File: src/rtl/cello_tt_pkg.sv
// Shared types and sizing helpers for the Cello truth-table extractor.
package cello_tt_pkg;

  typedef enum logic [1:0] {
    IDLE   = 2'd0,
    SETTLE = 2'd1,
    SAMPLE = 2'd2,
    DONE   = 2'd3
  } tt_state_e;

  function automatic int tt_width(input int n);
    return 1 << n;
  endfunction

  // Bits needed to hold a count from 0 up to and including n.
  function automatic int cnt_w(input int n);
    return (n < 1) ? 1 : $clog2(n + 1);
  endfunction

endpackage

File: src/rtl/cello_tt_sync.sv
// Multi-flop synchronizer for the asynchronous CUT output.
module cello_tt_sync #(
  parameter int STAGES = 2
) (
  input  logic clk,
  input  logic rst,
  input  logic d_i,
  output logic q_o
);

  logic [STAGES-1:0] sync_q;

  always_ff @(posedge clk) begin
    if (rst) sync_q <= '0;
    else     sync_q <= (sync_q << 1) | STAGES'(d_i);
  end

  assign q_o = sync_q[STAGES-1];

endmodule

File: src/rtl/cello_tt_extractor.sv
// Sweeps every input row into a Cello CUT, majority-samples its output and
// rebuilds the truth table for comparison against an expected table.
module cello_tt_extractor
  import cello_tt_pkg::*;
#(
  parameter  int N_IN          = 4,
  parameter  int SETTLE_CYCLES = 8,
  parameter  int SAMPLES       = 3,
  parameter  int SYNC_STAGES   = 2,
  localparam int TT_W          = tt_width(N_IN)
) (
  input  logic            clk,
  input  logic            rst,
  input  logic            start,
  input  logic            abort,
  input  logic [TT_W-1:0] expected_tt,
  input  logic            dut_out,
  output logic [N_IN-1:0] stim,
  output logic            busy,
  output logic            done,
  output logic            tt_valid,
  output logic [TT_W-1:0] tt,
  output logic [TT_W-1:0] unstable_mask,
  output logic [TT_W-1:0] mismatch_mask,
  output logic            match
);

  localparam int SW = cnt_w(SETTLE_CYCLES);
  localparam int MW = cnt_w(SAMPLES);
  localparam int RW = N_IN + 1;

  if (SETTLE_CYCLES <= SYNC_STAGES) begin : g_bad_settle
    $error("SETTLE_CYCLES must exceed SYNC_STAGES");
  end
  if (N_IN < 2 || N_IN > 6) begin : g_bad_nin
    $error("N_IN must be in 2..6");
  end
  if (SAMPLES < 1 || (SAMPLES % 2) == 0) begin : g_bad_samples
    $error("SAMPLES must be odd and >= 1");
  end

  logic sync_out;

  cello_tt_sync #(.STAGES(SYNC_STAGES)) u_sync (
    .clk (clk),
    .rst (rst),
    .d_i (dut_out),
    .q_o (sync_out)
  );

  tt_state_e       state_q, state_d;
  logic [TT_W-1:0] exp_q, exp_d, tt_q, tt_d, unst_q, unst_d, mism_q, mism_d;
  logic            valid_q, valid_d, done_q, done_d, busy_q, busy_d;
  logic [N_IN-1:0] stim_q, stim_d;
  logic [RW-1:0]   row_q, row_d;
  logic [SW-1:0]   set_cnt_q, set_cnt_d;
  logic [MW-1:0]   smp_cnt_q, smp_cnt_d, ones_q, ones_d;
  logic [MW-1:0]   ones_sum;
  logic [N_IN-1:0] bit_idx;

  // Row r lands in table bit TT_W-1-r so the hex literal reads row 0 first.
  assign bit_idx  = N_IN'(TT_W - 1) - row_q[N_IN-1:0];
  assign ones_sum = ones_q + MW'(sync_out);

  always_comb begin
    state_d   = state_q;
    exp_d     = exp_q;
    tt_d      = tt_q;
    unst_d    = unst_q;
    mism_d    = mism_q;
    valid_d   = valid_q;
    done_d    = 1'b0;
    busy_d    = busy_q;
    stim_d    = stim_q;
    row_d     = row_q;
    set_cnt_d = set_cnt_q;
    smp_cnt_d = smp_cnt_q;
    ones_d    = ones_q;
    case (state_q)
      IDLE: begin
        if (start && !abort) begin
          state_d   = SETTLE;
          exp_d     = expected_tt;
          tt_d      = '0;
          unst_d    = '0;
          mism_d    = '0;
          valid_d   = 1'b0;
          busy_d    = 1'b1;
          stim_d    = '0;
          row_d     = '0;
          set_cnt_d = '0;
        end
      end
      SETTLE: begin
        if (abort) begin
          state_d = IDLE;
          busy_d  = 1'b0;
          stim_d  = '0;
        end else if (set_cnt_q == SW'(SETTLE_CYCLES - 1)) begin
          state_d   = SAMPLE;
          smp_cnt_d = '0;
          ones_d    = '0;
        end else begin
          set_cnt_d = set_cnt_q + SW'(1);
        end
      end
      SAMPLE: begin
        if (abort) begin
          state_d = IDLE;
          busy_d  = 1'b0;
          stim_d  = '0;
        end else if (smp_cnt_q == MW'(SAMPLES - 1)) begin
          tt_d[bit_idx]   = (ones_sum > MW'(SAMPLES / 2));
          unst_d[bit_idx] = (ones_sum != '0) && (ones_sum != MW'(SAMPLES));
          if (row_q == RW'(TT_W - 1)) begin
            state_d = DONE;
            done_d  = 1'b1;
            valid_d = 1'b1;
            mism_d  = tt_d ^ exp_q;
            busy_d  = 1'b0;
            stim_d  = '0;
          end else begin
            state_d   = SETTLE;
            row_d     = row_q + RW'(1);
            stim_d    = N_IN'(row_q + RW'(1));
            set_cnt_d = '0;
          end
        end else begin
          smp_cnt_d = smp_cnt_q + MW'(1);
          ones_d    = ones_sum;
        end
      end
      default: begin
        state_d = IDLE;
      end
    endcase
  end

  always_ff @(posedge clk) begin
    if (rst) begin
      state_q   <= IDLE;
      exp_q     <= '0;
      tt_q      <= '0;
      unst_q    <= '0;
      mism_q    <= '0;
      valid_q   <= 1'b0;
      done_q    <= 1'b0;
      busy_q    <= 1'b0;
      stim_q    <= '0;
      row_q     <= '0;
      set_cnt_q <= '0;
      smp_cnt_q <= '0;
      ones_q    <= '0;
    end else begin
      state_q   <= state_d;
      exp_q     <= exp_d;
      tt_q      <= tt_d;
      unst_q    <= unst_d;
      mism_q    <= mism_d;
      valid_q   <= valid_d;
      done_q    <= done_d;
      busy_q    <= busy_d;
      stim_q    <= stim_d;
      row_q     <= row_d;
      set_cnt_q <= set_cnt_d;
      smp_cnt_q <= smp_cnt_d;
      ones_q    <= ones_d;
    end
  end

  assign stim          = stim_q;
  assign busy          = busy_q;
  assign done          = done_q;
  assign tt_valid      = valid_q;
  assign tt            = tt_q;
  assign unstable_mask = unst_q;
  assign mismatch_mask = mism_q;
  assign match         = valid_q && (mism_q == '0);

endmodule

File: config.mk
export PLATFORM = sky130hd
export DESIGN_NAME = cello_tt_extractor
export DESIGN_NICKNAME = d
export VERILOG_FILES = /design/src/rtl/cello_tt_pkg.sv /design/src/rtl/cello_tt_sync.sv /design/src/rtl/cello_tt_extractor.sv
export SDC_FILE = /design/constraint.sdc
export NUM_CORES = 1
export LEC_CHECK = 0
export ABC_AREA = 1
export CAP_MARGIN = 20
export CORE_ASPECT_RATIO = 0.5
export CORE_MARGIN = 4
export CORE_UTILIZATION = 35
export CTS_CLUSTER_DIAMETER = 80
export DETAILED_ROUTE_END_ITERATION = 6
export GPL_ROUTABILITY_DRIVEN = 0
export HOLD_SLACK_MARGIN = 0.15
export SLEW_MARGIN = 30
export SYNTH_ARGS = -nofsm -noshare
export SYNTH_HDL_FRONTEND = slang
export SYNTH_SLANG_ARGS = --single-unit
File: constraint.sdc
create_clock -name clk -period 2.35 [get_ports clk]
set_input_delay 0.3525 -clock clk [delete_from_list [all_inputs] [get_ports clk]]
set_output_delay 0.3525 -clock clk [all_outputs]
set_load 0.01 [all_outputs]
==> results.md <==
* P_leak at 2.34 nW
* Worst setup EP type: primary output
* Register-to-Register Path Depth at 9
* Syn Inst Count at 663
* Final period util at 87.5%
* Antenna cells at 0
* Post-CTS Hold Fix Bufs at 0
* Critical Path AT at 1.70 ns
* Critical Path Start: mismatch_mask[3]
* Worst vdd ir at 0.000379 V
* Share of cells above drive strength 1 at 6.14%
* Clock root buffer master: clkbuf_16
* Reg2reg start: state_q[0]
* CTS H-Tree Depth at 3
* Synth area leader: dfxtp_1
* Final Hold Viols at 0
* Final setup violation count at 0
* CP Max Fanout at 3
* DPL Wire Length at 9080 µm
* P&R area growth vs syn at 29.7%
* Sequential cell area at 1760 µm²
* Cell Area, Synth at 4400 µm²
* Grt ovf at 0
* RR Endpoint: row_q[4]
* Clock Latency Late Sink at 0.34 ns
* Port bufs at 76
* # resized after CTS at 0
* Inserted Clock Buffers at 9
* Vias in the first global route at 4086
* Status: completed
* Die Wd at 167 µm
* Hold_ws at 0.406 ns
* Total track usage at 17.4%
* Worst Hold Launch: u_sync.sync_q[0]
* Placeable Area at 12100 µm²
* Antenna violations before repair at 0
* Worst-Margin Slew at 0.652 ns
* MaxCap Viol Count at 0
* Yosys cell types at 28
* Initial DRC Count at 320
* Post-synth top area share at 40.1%
* I/O Pins at 77
* Multi-input logic area at 2220 µm²
* Sequential share of the synthesized area at 40.1%
* Worst-case clock buffer depth at 2
* CP endpoint: match
* Post-Route Skew at 0.00768 ns
* Synth Register Bits at 88
* Post-Route WL at 12200 µm
* Required time worst endpoint at 2.00 ns
* WS Path Type: reg -> out
* # nets final at 778
* Power per cell area at 765 nW/µm²
* Drt pass-1 iters at 4
* Via count at 4357
* Post-CTS Setup Inserts at 0
* DR WL/cell at 13.4 µm
* ANT nets after route at 0
* Initial Utilization at 36.5%
* Avg Synthesized Cell Area at 6.63 µm²
* Commonest non-fill, non-tap cell in the layout: nand2_1
* Total die area at 14500 µm²
* Clock sinks at 88
* Clock slew at reported path FFs at 0.07 ns
* Synth warn at 0
* Via/cell ratio at 4.77
* Largest net degree at the start of global routing at 42
* Worst reg2reg setup slack at 0.37 ns
* Slew headroom at 56.5%
* Fin Setup TNS at 0 ns
* CP Launch Type: register
* HP Class: reg -> reg
* RSZ-0062 raised after global routing: no
* Die Ht at 87.3 µm
* FP Rows at 28
* # DRC at 0
* Max-slew violations at 0
* First-pass GRT wire length at 20500 µm
* Most frequent cells in the layout: nand2_1 (183), dfxtp_1 (88), nand3_1 (84)
* TritonCTS clock tree: yes
* Mapped Nets at 697
* Fill cell total of the finished layout at 1238
* Max Clock Freq at 487 MHz
* Final worst path period need at 2.06 ns
* Synth area leaders: dfxtp_1 (40%), nand2_1 (16%), nand3_1 (9.6%)
==> per-stage QoR <==
| step | util, % | setup WS [ns] | power (mW) | cell area, µm² | instances |
|---|---|---|---|---|---|
| floorplan | - | 0.561 | 2.53 | 4400 | 663 |
| global placement | 44.8 | 0.329 | 2.92 | 5390 | 898 |
| detailed placement | 44.8 | 0.288 | 2.93 | 5390 | 898 |
| CTS | 47.3 | 0.265 | 4.40 | 5700 | 914 |
| global route | 47.3 | 0.0992 | 4.63 | 5700 | 914 |
| finish | 47.3 | 0.295 | 4.36 | 5700 | 914 |
==> cells in the mapped netlist <==
cell	number
nand2_1	183
dfxtp_1	88
nand3_1	84
inv_1	77
nor2_1	74
a21oi_1	68
o21ai_0	33
ha_1	13
clkbuf_1	9
buf_2	8
nor2_2	3
buf_4	2
buf_6	2
nand2_2	2
nand2_4	2
nor2_4	2
nor4_1	2
buf_1	1
clkinv_1	1
inv_2	1
inv_4	1
nand3b_1	1
nand4_1	1
nor2_8	1
nor3b_1	1
o21ai_2	1
xor2_1	1
xor2_2	1
==> layout make-up <==
type | count | area share, %
Clock buffer | 9 | 3.95
Sequential cell | 88 | 30.9
Multi-Input combinational cell | 473 | 38.9
Tap cell | 165 | 3.62
Timing Repair Buffer | 92 | 15.9
Inverter | 80 | 5.31
Clock inverter | 7 | 1.43
==> worst min path at each step <==
stage,end,cells after the start
global route,u_sync.sync_q[1],2
global placement,u_sync.sync_q[1],2
CTS,u_sync.sync_q[1],2
floorplan,u_sync.sync_q[1],2
detailed placement,u_sync.sync_q[1],2
finish,u_sync.sync_q[1],2
==> power breakdown <==
| part | switching, mW | internal, mW | leakage, nW | total [mW] |
|---|---|---|---|---|
| Sequential | 0.0656 | 1.60 | 0.715 | 1.67 |
| Combinational | 0.819 | 0.405 | 1.48 | 1.22 |
| Clock | 0.634 | 0.835 | 0.146 | 1.47 |
==> routing by layer <==
metal	global-route usage, %	share of wire [%]
met1	23.3	48
met3	4.08	5.2
met4	4.23	1.1
met2	28.6	46
met5	0	0
==> critical path: stages (launching register included) <==
cell	delay, ns
dfxtp_1	0.33
nor2_1	0.11
nand3_1	0.11
nor4_1	0.23
clkdlybuf4s50_1	0.58
==> registers in the layout (all words and copies together), names as in the netlist <==
signal,cells
u_sync.sync_q,2
row_q,5
tt_valid,1
busy,1
ones_q,2
set_cnt_q,4
stim,4
exp_q,16
done,1
unstable_mask,16
tt,16
smp_cnt_q,2
mismatch_mask,16
state_q,2
==> cells by family after synthesis <==
kind of cell / Yosys count / synth area share, %
and+or+nand+nor: 356 / 34.5
AOI/OAI and AO/OA: 102 / 11.7
buffers and inverters: 102 / 9.50
DFF: 88 / 40.1
adders and majority gates: 13 / 3.70
xor gates and xnor gates: 2 / 0.569
Note: power is estimated with default switching activity, not from simulation.
